`src/rtl/rs_enc_lfsr_pkg.sv`:
```
// rs_enc_lfsr_pkg
//   Shared Reed-Solomon code parameters, symbol/counter types, the encoder
//   state enum and the GF(2^m) helper functions. rs_gen_poly() builds the
//   generator polynomial g(x) = prod (x - alpha^(genstart+i)) at elaboration
//   time, so the encoder stores no coefficients at run time.
package rs_enc_lfsr_pkg;

    localparam int RS_N         = 240;
    localparam int RS_CHECK     = 30;
    localparam int RS_M         = 8;
    localparam int RS_GENSTART  = 0;
    localparam int RS_FRAME_MAX = RS_N - RS_CHECK;
    localparam logic [RS_M:0] RS_IRRPOL = 9'd285;

    // Bits needed to hold values 0..value-1.
    function automatic int clogb2(input int value);
        int v;
        int w;
        v = value - 32'sd1;
        w = 32'sd0;
        while (v > 32'sd0) begin
            w = w + 32'sd1;
            v = v >>> 1;
        end
        return w;
    endfunction

    localparam int RS_PTR_W = clogb2(RS_N);
    localparam int RS_CNT_W = clogb2(RS_CHECK);

    typedef logic [RS_M-1:0]     data_t;
    typedef logic [RS_PTR_W-1:0] ptr_t;
    typedef logic [RS_CNT_W-1:0] cnt_t;

    typedef enum logic [0:0] {
        cDATA_STATE   = 1'b0,
        cPARITY_STATE = 1'b1
    } state_t;

    localparam data_t RS_ALPHA = 8'd2;

    // GF(2^m) multiply, shift-and-add reduced by the field polynomial.
    // With a constant operand this collapses to a small XOR network.
    function automatic data_t gf_mult_a_by_b(input data_t a, input data_t b);
        data_t acc;
        data_t sh;
        acc = {RS_M{1'b0}};
        sh  = a;
        for (int i = 0; i < RS_M; i++) begin
            if (b[i]) acc = acc ^ sh;
            if (sh[RS_M-1]) sh = {sh[RS_M-2:0], 1'b0} ^ RS_IRRPOL[RS_M-1:0];
            else            sh = {sh[RS_M-2:0], 1'b0};
        end
        return acc;
    endfunction

    // alpha^e for e >= 0.
    function automatic data_t gf_alpha_pow(input int e);
        data_t p;
        p = 8'd1;
        for (int i = 0; i < (e % ((32'sd1 <<< RS_M) - 32'sd1)); i++) begin
            p = gf_mult_a_by_b(p, RS_ALPHA);
        end
        return p;
    endfunction

    // Coefficient idx (of x^idx) of the monic generator polynomial.
    // The leading coefficient g[check] = 1 is implicit in the LFSR.
    function automatic data_t rs_gen_poly(input int check, input int genstart, input int idx);
        data_t g [0:RS_CHECK];
        data_t root;
        for (int j = 0; j <= RS_CHECK; j++) g[j] = {RS_M{1'b0}};
        g[0] = 8'd1;
        root = gf_alpha_pow(genstart);
        for (int k = 0; k < check; k++) begin
            // g(x) <- g(x) * (x + root); minus equals plus in GF(2^m)
            for (int j = check; j > 0; j--) begin
                g[j] = g[j-1] ^ gf_mult_a_by_b(g[j], root);
            end
            g[0] = gf_mult_a_by_b(g[0], root);
            root = gf_mult_a_by_b(root, RS_ALPHA);
        end
        return g[idx];
    endfunction

endpackage

```
`src/rtl/rs_enc_lfsr_cell.sv`:
```
// rs_enc_lfsr_cell
//   One stage of the RS division LFSR: stage <= prev ^ (fb * COEF).
//   Ports:
//     iclk, ireset, iclkena - clock, sync active-high reset, clock enable
//     ien                   - stage update (data accept or parity shift)
//     ifb                   - feedback symbol (0 while shifting out parity)
//     iprev                 - previous stage value (0 for stage 0 / restart)
//     ostage                - registered stage value
module rs_enc_lfsr_cell
    import rs_enc_lfsr_pkg::*;
#(
    parameter data_t COEF = 8'd0
) (
    input  logic  iclk,
    input  logic  ireset,
    input  logic  iclkena,
    input  logic  ien,
    input  data_t ifb,
    input  data_t iprev,
    output data_t ostage
);

    data_t stage_r;

    // Stage register: multiply-accumulate on update, cleared by reset.
    always_ff @(posedge iclk) begin
        if (iclkena) begin
            if (ireset) begin
                stage_r <= {RS_M{1'b0}};
            end else if (ien) begin
                stage_r <= iprev ^ gf_mult_a_by_b(ifb, COEF);
            end
        end
    end

    assign ostage = stage_r;

endmodule

```
`src/rtl/rs_enc_lfsr.sv`:
```
// rs_enc_lfsr
//   Systematic Reed-Solomon encoder (n=240, check=30, GF(2^8)). Data symbols
//   pass through with one enabled cycle of latency, then the check parity
//   symbols held in the division LFSR are shifted out.
//   Ports:
//     iclk, ireset, iclkena  - clock, sync active-high reset, clock enable
//     isop, ival, ieop, idat - input frame stream
//     ordy                   - encoder accepts data (data phase)
//     osop, oval, oeop, odat - output codeword stream (registered)
//     oflag                  - 1 while odat carries a parity symbol
module rs_enc_lfsr
    import rs_enc_lfsr_pkg::*;
(
    input  logic            iclk,
    input  logic            ireset,
    input  logic            iclkena,
    input  logic            isop,
    input  logic            ival,
    input  logic            ieop,
    input  logic [RS_M-1:0] idat,
    output logic            ordy,
    output logic            osop,
    output logic            oval,
    output logic            oeop,
    output logic [RS_M-1:0] odat,
    output logic            oflag
);

    state_t state_r;
    state_t state_next_s;
    cnt_t   pcnt_r;
    ptr_t   dcnt_r;
    ptr_t   dcnt_next_s;
    data_t  fb_s;
    data_t  lfsr_s [0:RS_CHECK-1];
    data_t  prev_s [0:RS_CHECK-1];
    logic   ordy_s;
    logic   accept_s;
    logic   shift_s;
    logic   last_s;
    logic   stage_en_s;

    logic   osop_r;
    logic   oval_r;
    logic   oeop_r;
    logic   oflag_r;
    data_t  odat_r;

    assign ordy_s     = (state_r == cDATA_STATE);
    assign accept_s   = iclkena & ival & ordy_s;
    assign shift_s    = iclkena & (state_r == cPARITY_STATE);
    assign stage_en_s = accept_s | shift_s;

    // Symbols since isop; isop restarts the count at this symbol.
    assign dcnt_next_s = isop ? ptr_t'(32'd1) : (dcnt_r + ptr_t'(32'd1));
    // Frame ends on ieop or on the last symbol that still fits the code.
    assign last_s      = ieop | (dcnt_next_s == ptr_t'(RS_FRAME_MAX));

    // LFSR feedback; isop behaves as if the register were already cleared.
    always_comb begin
        fb_s = {RS_M{1'b0}};
        if (accept_s) begin
            if (isop) fb_s = idat;
            else      fb_s = idat ^ lfsr_s[RS_CHECK-1];
        end else begin
            fb_s = {RS_M{1'b0}};
        end
    end

    // Stage chaining; zeroed on restart so a partial frame is abandoned.
    always_comb begin
        prev_s[0] = {RS_M{1'b0}};
        for (int i = 1; i < RS_CHECK; i++) begin
            if (accept_s && isop) prev_s[i] = {RS_M{1'b0}};
            else                  prev_s[i] = lfsr_s[i-1];
        end
    end

    for (genvar gi = 0; gi < RS_CHECK; gi++) begin : g_stage
        localparam data_t COEF = rs_gen_poly(RS_CHECK, RS_GENSTART, gi);
        rs_enc_lfsr_cell #(
            .COEF(COEF)
        ) u_cell (
            .iclk    (iclk),
            .ireset  (ireset),
            .iclkena (iclkena),
            .ien     (stage_en_s),
            .ifb     (fb_s),
            .iprev   (prev_s[gi]),
            .ostage  (lfsr_s[gi])
        );
    end

    // Next-state decode for the data/parity FSM.
    always_comb begin
        state_next_s = state_r;
        case (state_r)
            cDATA_STATE: begin
                if (accept_s && last_s) state_next_s = cPARITY_STATE;
                else                    state_next_s = cDATA_STATE;
            end
            cPARITY_STATE: begin
                if (shift_s && (pcnt_r == cnt_t'(32'd0))) state_next_s = cDATA_STATE;
                else                                      state_next_s = cPARITY_STATE;
            end
            default: state_next_s = cDATA_STATE;
        endcase
    end

    // State, counters and registered outputs.
    always_ff @(posedge iclk) begin
        if (iclkena) begin
            if (ireset) begin
                state_r <= cDATA_STATE;
                pcnt_r  <= cnt_t'(32'd0);
                dcnt_r  <= ptr_t'(32'd0);
                osop_r  <= 1'b0;
                oval_r  <= 1'b0;
                oeop_r  <= 1'b0;
                oflag_r <= 1'b0;
                odat_r  <= {RS_M{1'b0}};
            end else begin
                state_r <= state_next_s;
                if (accept_s) begin
                    dcnt_r  <= last_s ? ptr_t'(32'd0) : dcnt_next_s;
                    pcnt_r  <= cnt_t'(RS_CHECK - 1);
                    odat_r  <= idat;
                    oval_r  <= 1'b1;
                    oflag_r <= 1'b0;
                    osop_r  <= isop;
                    oeop_r  <= 1'b0;
                end else if (shift_s) begin
                    if (pcnt_r != cnt_t'(32'd0)) pcnt_r <= pcnt_r - cnt_t'(32'd1);
                    odat_r  <= lfsr_s[RS_CHECK-1];
                    oval_r  <= 1'b1;
                    oflag_r <= 1'b1;
                    osop_r  <= 1'b0;
                    oeop_r  <= (pcnt_r == cnt_t'(32'd0));
                end else begin
                    oval_r  <= 1'b0;
                    oflag_r <= 1'b0;
                    osop_r  <= 1'b0;
                    oeop_r  <= 1'b0;
                end
            end
        end
    end

    assign ordy  = ordy_s;
    assign osop  = osop_r;
    assign oval  = oval_r;
    assign oeop  = oeop_r;
    assign oflag = oflag_r;
    assign odat  = odat_r;

endmodule

```
`config.mk`:
```
export PLATFORM = sky130hd
export DESIGN_NAME = rs_enc_lfsr
export DESIGN_NICKNAME = d
export VERILOG_FILES = /design/src/rtl/rs_enc_lfsr_pkg.sv /design/src/rtl/rs_enc_lfsr_cell.sv /design/src/rtl/rs_enc_lfsr.sv
export SDC_FILE = /design/constraint.sdc
export NUM_CORES = 1
export LEC_CHECK = 0
export BUFFER_PORTS_ARGS = -buffer_cell sky130_fd_sc_hd__buf_4
export CORE_MARGIN = 2
export CORE_UTILIZATION = 60
export CTS_CLUSTER_DIAMETER = 50
export DETAILED_ROUTE_END_ITERATION = 8
export PLACE_DENSITY = 0.77
export SLEW_MARGIN = 0
export SYNTH_ARGS = -nofsm -noshare
export SYNTH_HDL_FRONTEND = slang
export SYNTH_SLANG_ARGS = --single-unit
```
`constraint.sdc`:
```
create_clock -name iclk -period 9.6 [get_ports iclk]
set_input_delay 0 -clock iclk [delete_from_list [all_inputs] [get_ports iclk]]
set_output_delay 0 -clock iclk [all_outputs]
set_load 0.02 [all_outputs]
```
# --- Yosys cells after proc, flatten, opt, wreduce, memory -nomap -nowiden ---
# Cells that the tools add are included.
word_totals:
  register_bits: 266
classes:
  addsub: 2
  n_eq_ne: 1
  n_mux: 273
  bitwise: 98
  reduce_logical: 16
ops:
  columns: ["cell", "n"]
  rows:
  - ["$mux 8", 258]
  - ["$xor 8x8->8", 83]
  - ["$mux 5", 10]
  - ["$not 4->4", 7]
  - ["$add 8x1->8 const B", 1]
  - ["$eq 8x8->1 const B", 1]
  - ["$reduce_and 2->1", 3]
  - ["$reduce_bool 3->1", 2]
  - ["$logic_not 5->1", 1]
  - ["$reduce_bool 5->1", 1]
  - ["$sub 5x1->5 const B", 1]
  - ["$mux 1", 4]
  - ["$reduce_bool 2->1", 2]
  - ["$reduce_or 2->1", 2]
  - ["$and 1x1->1", 3]
  - ["$logic_and 1x1->1", 3]
  - ["$not 1->1", 3]
  - ["$reduce_and 3->1", 1]
  - ["$reduce_or 3->1", 1]
  - ["$or 1x1->1", 2]
  - ["$pmux 1 s2", 1]

# --- Longest topological paths before layout ---
# Gate-level depths: netlist of run 1.
logic_depth:
  depth_word: 44
  ltp_mapped: 11
  mapped_depth_nobuf: 8

# --- By module ---
# From an unflattened synthesis of run 1, not the netlist that was laid out.
hier_totals:
  hier_cells: 1589
  area_unflattened_um2: 19213.4
by_module_without_submodules:
  columns: ["mod", "instances", "cells_per_inst", "area_each_um2", "seq_area_each_um2"]
  rows:
  - ["rs_enc_lfsr", 1, 409, 3100.5, 780.7]
  - ["rs_enc_lfsr_cell (g_stage[12].u_cell ...)", 2, 41, 650.6, 240.2]
  - ["rs_enc_lfsr_cell (g_stage[25].u_cell ...)", 2, 41, 508.0, 240.2]
  - ["rs_enc_lfsr_cell (g_stage[7].u_cell)", 1, 37, 634.4, 240.2]
  - ["rs_enc_lfsr_cell (g_stage[29].u_cell)", 1, 39, 618.1, 240.2]
  - ["rs_enc_lfsr_cell (g_stage[2].u_cell)", 1, 35, 590.6, 240.2]
  - ["rs_enc_lfsr_cell (g_stage[3].u_cell)", 1, 43, 578.1, 240.2]
  - ["rs_enc_lfsr_cell (g_stage[26].u_cell)", 1, 40, 573.0, 240.2]
  - ["rs_enc_lfsr_cell (g_stage[11].u_cell)", 1, 40, 566.8, 240.2]
  - ["rs_enc_lfsr_cell (g_stage[13].u_cell)", 1, 38, 561.8, 240.2]
  - ["rs_enc_lfsr_cell (g_stage[6].u_cell)", 1, 33, 555.5, 240.2]
  - ["rs_enc_lfsr_cell (g_stage[0].u_cell)", 1, 38, 551.8, 240.2]
  - ["rs_enc_lfsr_cell (g_stage[14].u_cell)", 1, 37, 546.8, 240.2]
  - ["rs_enc_lfsr_cell (g_stage[19].u_cell)", 1, 45, 544.3, 240.2]
  - ["15 more rows", null, null, null, null]

# --- Least setup slack after synthesis of run 1 ---
# Ideal clock, no wire load.
synth_path:
  path_type: "input to register"
  from: "input port ireset"
  to: "register g_stage[0].u_cell.stage_r[0] (enable)"
  setup_time_ns: 0.647
  arrival_ns: 6.328
  required_time_ns: 8.953
  setup_slack_ns: 2.625
  path_stages: 3
  n_path_buf: 2
  path_cell_list: "clkbuf_1 clkbuf_1 o31a_1"
synth_via:
  elab_chain_cells: 2
synth_rtl:
  columns: ["item", "line_no", "source"]
  rows:
  - ["start, declared", "rs_enc_lfsr.sv:15", "input logic ireset,"]
  - ["$reduce_bool 2->1 (no source line)", null, null]
  - ["$reduce_and 2->1 (no source line)", null, null]
  - ["end signal, assigned", "rs_enc_lfsr_cell.sv:29", "stage_r <= {RS_M{1'b0}};"]
  - ["end signal, assigned", "rs_enc_lfsr_cell.sv:31", "stage_r <= iprev ^ gf_mult_a_by_b(ifb, COEF);"]
  - ["end, declared", "rs_enc_lfsr_cell.sv:23", "data_t stage_r;"]
# No other way between the ends.
# A chain may end at the register's enable or synchronous reset.

# --- Worst setup path in the final report of run 1 ---
layout_path:
  from: "register state_r"
  to: "register g_stage[26].u_cell.stage_r[5] (data pin)"
layout_via:
  elab_chain_cells: 35
  elab_cells_between_ends: 46
  cone_classes: "mux: 35; bitwise: 10; reduce/logical: 1"
layout_rtl:
  columns: ["item", "line_no", "source"]
  rows:
  - ["start, declared", "rs_enc_lfsr.sv:29", "state_t state_r;"]
  - ["start signal, assigned", "rs_enc_lfsr.sv:114", "state_r <= cDATA_STATE;"]
  - ["start signal, assigned", "rs_enc_lfsr.sv:123", "state_r <= state_next_s;"]
  - ["$not 1->1 *", null, null]
  - ["$and 1x1->1 *", "rs_enc_lfsr.sv:50", "assign accept_s = iclkena & ival & ordy_s;"]
  - ["$mux 8", "rs_enc_lfsr.sv:62", "if (accept_s) begin"]
  - ["$mux 5", "rs_enc_lfsr_pkg.sv:51", "if (sh[RS_M-1]) sh = {sh[RS_M-2:0], 1'b0} ^ RS_IRRPOL[RS_M-1:0];"]
  - ["$mux 8", "rs_enc_lfsr_cell.sv:30", "end else if (ien) begin"]
  - ["$mux 8", "rs_enc_lfsr_cell.sv:28", "if (ireset) begin"]
  - ["$mux 8", "rs_enc_lfsr_cell.sv:27", "if (iclkena) begin"]
  - ["$mux 5", "rs_enc_lfsr_pkg.sv:51", null]
  - ["[... 19 more ...]", null, null]
  - ["$mux 8", "rs_enc_lfsr_cell.sv:28", null]
  - ["$mux 8", null, null]
  - ["$xor 8x8->8", "rs_enc_lfsr_pkg.sv:50", "if (b[i]) acc = acc ^ sh;"]
  - ["$mux 8", "rs_enc_lfsr_cell.sv:30", null]
  - ["$mux 8", "rs_enc_lfsr_cell.sv:28", null]
  - ["$mux 8", "rs_enc_lfsr_cell.sv:27", null]
  - ["$xor 8x8->8 *", "rs_enc_lfsr_cell.sv:31", null]
  - ["$mux 8 *", "rs_enc_lfsr_cell.sv:30", null]
  - ["end signal, assigned", "rs_enc_lfsr_cell.sv:29", null]
  - ["end signal, assigned", "rs_enc_lfsr_cell.sv:31", null]
  - ["end, declared", "rs_enc_lfsr_cell.sv:23", null]
# Every way passes the cells marked *; elsewhere a longest branch is shown, timed or not. The select of a mux whose other input is x is not followed.

==> metrics, run 1 <==
fin area=between 0.015 and 0.02 mm2; synthesized flop and latch total=266; clk_lat worst skew=0.56 ns; Worst R2R Start=state_r$_SDFFCE_PP0P_; Crit path top cell by count=xor2_1; setup violators final=0; Chip Width=164 um; final WL=roughly 38000 um; cell with the most instances after synthesis=edfxtp_1; slowest CP cell=nor2_4; H-tree Lvls=1; Core Box Area=about 0.025 mm2; relative slew slack=0.226; largest net degree at the start of global routing=approximately 170; VDD IR-drop max=between 100 and 150 uV; max_cap viols=0; reg2reg end=g_stage[26].u_cell.ostage[5]$_SDFFCE_PP0P_; min-delay src=ireset; R2R Setup Slk=5.51 ns; Die H=approximately 160 um; Ports=27; first-pass GRT wire length=around 58000 um; number of global-route vias before repair=between 9000 and 10000; most area-consuming cells after synthesis=edfxtp_1 52%, xnor2_1 14%, nor2_1 6.3%; gr usage total=0.291; Setup crit end kind=flip-flop; syn_area_per_cell=between 10 and 15 um2; status=finished clean; Final Hold Viols=0; Crit path max-delay family=simple AND/OR/NAND/NOR gates; Hold Crit Class=in2reg; Tcrit/Tclk final=0.426; post-synth top area share=0.518; Tightest Pin Transition=about 1.2 ns; Layout area overhead=9.78%; DRC=0; startpoint types=flip-flop; Hold Path Sink=g_stage[29].u_cell.ostage[1]$_SDFFCE_PP0P_; leakage=6.56 nW; synthesized net count=roughly 1400; Synth top cells by count=266 x edfxtp_1, 257 x nor2_1, 254 x nand2_1, 252 x xnor2_1, 105 x xor2_1; synth warn=0; worst r2r path cells=7; root buf cell=clkbuf_16; Synth Cell Area=approximately 0.015 mm2; DRT Pass-1 Iters=5; area leader, netlist=edfxtp_1; Clk pin slew, worst setup/hold paths=0.06 ns; die area=around 0.027 mm2; Cell Area, Placed=around 0.016 mm2; Post-DP HPWL=between 20000 and 25000 um; critical-path cell list=inv_1, nand3_2, nor2_4, xnor3_1, xor2_1, xor2_1, nor2_1; max incr delay on CP=between 1 and 1.5 ns; Distinct cells, synth=between 50 and 60; Hold Path Stages=2; sequential area share after synthesis=0.518; Data arrival, critical path=4.36 ns; RSZ-0062 raised after global routing=false; Nets=1424; WS Path Type=reg2reg; Avg WL per Cell=about 22 um; Cell Rows=a little under 60; Async SR Flop Fraction=0; critical path required time=between 9 and 10 ns; Setup TNS=0 ns; CTS tree=yes; total global routing overflow=0; Post-synth EDFFs=approximately 270; top_reg_cell synth=edfxtp_1; Fmax=approximately 240 MHz; routed vias/inst=5.77; clk buf depth=3; routed via count=10100; antenna viol nets, final=0; Worst Clk Skew=~0.009 ns; WP depth=7; Final min period=4.09 ns; pins over their slew limit=0; pwr dens=205 mW/mm2; CP max FO=33; CTS Sinks=266; Post-Synthesis Cells=between 1000 and 1500; n_diodes=0; initial antenna violation count=0; layout cell share with drive strength beyond 1=0.0849; Placer Congestion=between 0.9 and 1; IO buf count=26; Starting Density=0.612; number of DRC markers in iteration 0=approximately 1400; Buf/Inv on CP=1; Num CTS Buffers=31
-- repair_timing --
item | in CTS | in global routing
gates resized for setup | 0 | 0
hold buffers | 13 | 0
endpoints found under the hold margin | 22 | 0
setup buffers | 0 | 0
-- cell families after synthesis --
family                     after synthesis  synth area share
AOI/OAI and AO/OA                       46            0.0197
and+or+nand+nor                        588             0.156
adders and majority gates                3           0.00243
buffers and inverters                   79            0.0222
DFF                                    266             0.518
xor gates and xnor gates               414             0.282
-- routing by layer --
metal  GRT usage  wire length (um)  vias to the layer above
met3      0.0439              3690                       60
met4      0.0813              1070                        0
met5           0                 0                        -
met2       0.465             18000                      518
met1       0.417             15500                     4917
li1            -                 -                     4623
-- cell usage in the layout (no fill, tap or decap), drive strengths merged, types with 3 or more instances in the layout --
cell type | Yosys | final
xor2 | 110 | 110
nor2 | 266 | 266
xnor3 | 29 | 29
nor3 | 20 | 20
edfxtp | 266 | 266
nand2 | 254 | 254
bufinv | 0 | 3
nand3 | 17 | 17
nand4 | 4 | 4
buf | 21 | 39
inv | 4 | 7
a21oi | 16 | 16
nand2b | 9 | 9
dlygate4sd3 | 0 | 13
xnor2 | 270 | 270
or3 | 3 | 3
nor3b | 3 | 3
clkinv | 0 | 9
ha | 3 | 3
a211oi | 8 | 8
o211ai | 9 | 9
clkbuf | 54 | 37
xor3 | 5 | 5
-- sequential cells by signal, summed over array words and instances (netlist names) --
signal,cells
oval,1
oflag,1
odat,8
state_r,1
dcnt_r,8
oeop,1
osop,1
pcnt_r,5
g_stage.u_cell.ostage,240
-- power breakdown --
part / switching (W) / internal [W] / total (W) / leakage, nW
clock: 0.000474 / 0.000667 / 0.00114 / 0.467
combinational: 0.000485 / 0.000342 / 0.000827 / 3.42
sequential: 0.0000446 / 0.00146 / 0.00150 / 2.67
total: 0.00100 / 0.00247 / 0.00347 / 6.56
-- worst max path at each step --
stage,startpoint,endpoint,slack [ns]
6_report,state_r$_SDFFCE_PP0P_,g_stage[26].u_cell.ostage[5]$_SDFFCE_PP0P_,5.51
5_1_grt,state_r$_SDFFCE_PP0P_,g_stage[2].u_cell.ostage[5]$_SDFFCE_PP0P_,5.31
4_1_cts,state_r$_SDFFCE_PP0P_,g_stage[26].u_cell.ostage[5]$_SDFFCE_PP0P_,5.55
3_5_place_dp,state_r$_SDFFCE_PP0P_,g_stage[26].u_cell.ostage[5]$_SDFFCE_PP0P_,5.59
3_3_place_gp,state_r$_SDFFCE_PP0P_,g_stage[19].u_cell.ostage[3]$_SDFFCE_PP0P_,5.70
2_1_floorplan,ireset,g_stage[0].u_cell.ostage[0]$_SDFFCE_PP0P_,2.62
-- metrics by stage --
step	std cells	power [W]	worst slack, ns	utilization	hold slack (ns)
after floorplan	1396	0.00214	2.62	-	0.112
after global routing	1755	0.00360	5.31	0.672	0.0935
final	1755	0.00347	5.51	0.672	0.0567
after detailed placement	1691	0.00233	5.59	0.629	0.322
after global placement	1691	0.00232	5.70	0.629	0.306
after CTS	1755	0.00348	5.55	0.672	0.0419
-- worst register-to-register path, cell delays in order, from the launching register on --
cell	delay, ns
edfxtp_1	0.43
inv_1	0.16
nand3_2	0.70
nor2_4	1.08
xnor3_1	0.78
xor2_1	0.37
xor2_1	0.21
nor2_1	0.06
-- final cells by class --
| cell class | instances | area (um2) |
|---|---|---|
| clock buffers | 36 | 795 |
| clock inverters | 15 | 160 |
| fillers | 1873 | 8260 |
| inverters | 4 | 15.0 |
| multi-input cells | 1051 | 7110 |
| flip-flops and latches | 266 | 7990 |
| well taps | 330 | 413 |
| repair buffers | 53 | 449 |
(Power assumes the default switching activity.)
==> run 2: changes to the inputs <==
Settings changed: ABC_AREA set to 1, CORE_UTILIZATION 60 to 58.
Clock period 9.6 ns to 3.69 ns, I/O delays scaled along.
==> run 2 against run 1 <==
Global-route usage up 3.8 points. Non-clock buffer count up 24. Total power rose to 2.6 times the previous value. Via count up 31%. Register-to-register slack worse by 5.1 ns. Setup slack worse by 5.1 ns. First-iteration DRC count up 29%. Hold slack better by 0.27 ns. Combinational power up 120%. Final cell count up 28%. Critical path type unchanged.
==> metrics, run 2 <==
status=finished clean; Tightest Pin Transition=1.07 ns (-0.0876 ns); die area=0.0286 mm2 (+6.0%); number of global-route vias before repair=12400 (+27%); Distinct cells, synth=42 (-18%); synth warn=0 (unchanged); CTS tree=yes; clk_lat worst skew=0.52 ns (-0.04 ns); layout cell share with drive strength beyond 1=0.125 (+0.0405); Layout Cells excl Fill=2246 (+28%); synthesized flop and latch total=266 (unchanged); IO buf count=26 (unchanged); Ports=27 (unchanged); H-tree Lvls=2 (+1); DRC=0 (unchanged); post-cts sizing count=0 (unchanged); slowest CP cell=edfxtp_1; Num CTS Buffers=34 (+9.7%); Starting Density=0.588 (-0.0238); Data arrival, critical path=3.53 ns (-0.83 ns); Chip Width=169 um (+2.9%); antenna viol nets, final=0 (unchanged); Setup crit end kind=flip-flop; pins over their slew limit=0 (unchanged); critical path required time=3.96 ns (-5.91 ns); routed via count=13300 (+31%); CTS Sinks=266 (unchanged); Crit path top cell by count=nand2_2; Met1 Routed Length=18400 um (+19%); Fmax=307 MHz (+25%); Core Box Area=0.0269 mm2 (+6.7%); Nets=1896 (+33%); Met3 Routed Length=4790 um (+30%); placed insts=2171 (+28%); final WL=46500 um (+22%); metal2 WL=20700 um (+15%); Post-synth EDFFs=266 (unchanged); Avg WL per Cell=20.7 um (-5.0%); relative slew slack=0.285 (+0.0584); n_diodes=0 (unchanged); area leader, netlist=edfxtp_1; Post-Synthesis Cells=1851 (+33%); post-synth top area share=0.505 (-0.0130); max_cap viols=0 (unchanged); leakage=7.54 nW (+15%); DRT Pass-1 Iters=6 (+1); Worst Clk Skew=0.0169 ns (+0.00767 ns); top_reg_cell synth=edfxtp_1; Max Used Layer=met4; Final Hold Viols=0 (unchanged); Tcrit/Tclk final=0.884 (+0.458); post-layout util=0.657 (-0.0154); routed vias/inst=5.92 (+2.7%); WS Path Type=reg2reg; Hold Crit Class=in2reg; Cell Rows=60 (+3.4%); most area-consuming cells after synthesis=edfxtp_1 51%, nand2_1 14%, a21oi_1 6.0%; Synth Cell Area=0.0158 mm2 (+2.6%); root buf cell=clkbuf_16; Final min period=3.26 ns (-0.827 ns); Async SR Flop Fraction=0 (unchanged); sequential area share after synthesis=0.505 (-0.0130); largest net degree at the start of global routing=108 (-38%); critical-path cell list=nor2_2, buf_4, nand2_2, nor2_4, nand2_1, nand2_2, buf_4, nand2_1, nand2_2, xor2_1, inv_1, o21ai_1, nor2_1; CP max FO=20 (-39%); Crit path max-delay family=simple AND/OR/NAND/NOR gates; Clk pin slew, worst setup/hold paths=0.06 ns (about the same); setup bufs post-CTS=0 (unchanged); first-pass GRT wire length=71100 um (+22%); gr usage total=0.329 (+0.0378); RSZ-0062 raised after global routing=false; Placer Congestion=1.05 (+16%); cell with the most instances after synthesis=nand2_1; total global routing overflow=0 (unchanged); Buf/Inv on CP=3 (+2); Cell Area, Placed=0.0164 mm2 (+3.2%); startpoint types=flip-flop; clk buf depth=3 (unchanged); Layout area overhead=11.6%; syn_area_per_cell=8.54 um2 (-23%); max incr delay on CP=0.49 ns (-0.58 ns); Synth top cells by count=592 x nand2_1, 266 x edfxtp_1, 190 x a21oi_1, 148 x o21ai_0, 147 x nor2_1; number of DRC markers in iteration 0=1850 (+29%); VDD IR-drop max=428 uV (+280%); Die H=169 um (+2.9%); Post-DP HPWL=31800 um (+30%); fin area=0.0177 mm2 (+4.3%); setup violators final=0 (unchanged); max FFs per register=240 (unchanged); most common cell after layout, fill and taps aside=nand2_1; initial antenna violation count=0 (unchanged); pwr dens=516 mW/mm2 (+150%); most frequent cells in the layout=591 x nand2_1, 266 x edfxtp_1, 190 x a21oi_1; synthesized net count=1868 (+32%)
==> run 2: cell types whose count changed after synthesis, sizes merged, moves of 29 or more <==
| cell | change |
|---|---|
| xnor3 | -29 |
| nor2 | -110 |
| nand2 | +403 |
| a21oi | +175 |
| xor2 | -42 |
| nand3 | +71 |
| xnor2 | -229 |
| o21ai | +152 |
| inv | +106 |
==> run 2: logic make-up (layout without fill, tap and decap cells) <==
group	Yosys count	after routing	share of synthesized area
buffers and inverters	195	249	0.0559
adders and majority gates	3	3	0.00237
and+or+nand+nor	922	922	0.252
DFF	266	266	0.505
xor gates and xnor gates	109	109	0.0710
AOI/OAI and AO/OA	356	356	0.114
==> run 2: metal layers <==
layer | track usage | vias up
li1 | - | 6211
met1 | 0.451 | 6218
met2 | 0.500 | 715
met3 | 0.0695 | 155
met4 | 0.162 | 0
met5 | 0 | -
==> run 2: layout make-up <==
| class | count | area (um2) |
|---|---|---|
| timing repair buffer | 77 | 673 |
| multi-input combinational | 1390 | 6970 |
| inverter | 110 | 424 |
| clock buffer | 40 | 937 |
| clock inverter | 22 | 231 |
| fill | 2161 | 9230 |
| tap | 341 | 427 |
| sequential | 266 | 7990 |
==> run 2: worst reg2reg max path, cell delays in order (launching register included) <==
cell,delay (ns)
edfxtp_1,0.49
nor2_2,0.12
buf_4,0.32
nand2_2,0.12
nor2_4,0.37
nand2_1,0.13
nand2_2,0.19
buf_4,0.24
nand2_1,0.08
nand2_2,0.21
xor2_1,0.47
inv_1,0.09
o21ai_1,0.13
nor2_1,0.06
==> run 2: where the power goes <==
group          internal, W  switching [W]
registers          0.00370       0.000105
logic             0.000546        0.00130
clock network      0.00212        0.00134
total              0.00636        0.00275
==> run 2: final timing paths <==
check                     startpoint                                          to  slack [ns]  depth (start not counted)
max            state_r$_SDFFCE_PP0P_  g_stage[22].u_cell.ostage[4]$_SDFFCE_PP0P_        0.43                         13
min                          iclkena                         oflag$_SDFFCE_PN0P_        0.33                          2
max reg2reg    state_r$_SDFFCE_PP0P_  g_stage[22].u_cell.ostage[4]$_SDFFCE_PP0P_        0.43                         13
min reg2reg  pcnt_r[0]$_SDFFCE_PP0P_                     pcnt_r[0]$_SDFFCE_PP0P_        0.58                          1
==> run 2: timing repair <==
action,CTS,global route
setup endpoints to repair,0,0
hold buffers,13,0
hold endpoints to repair,29,0
==> run 2: through the flow <==
stage	total power (W)	hold WS, ns	setup TNS [ns]	worst slack [ns]
final	0.00911	0.327	0	0.429
after global routing	0.00943	0.350	0	0.255
after CTS	0.00909	0.324	0	0.536
after detailed placement	0.00564	0.305	0	0.563
after global placement	0.00559	0.299	0	0.644
after floorplan	0.00511	0.112	-325.53	-1.36
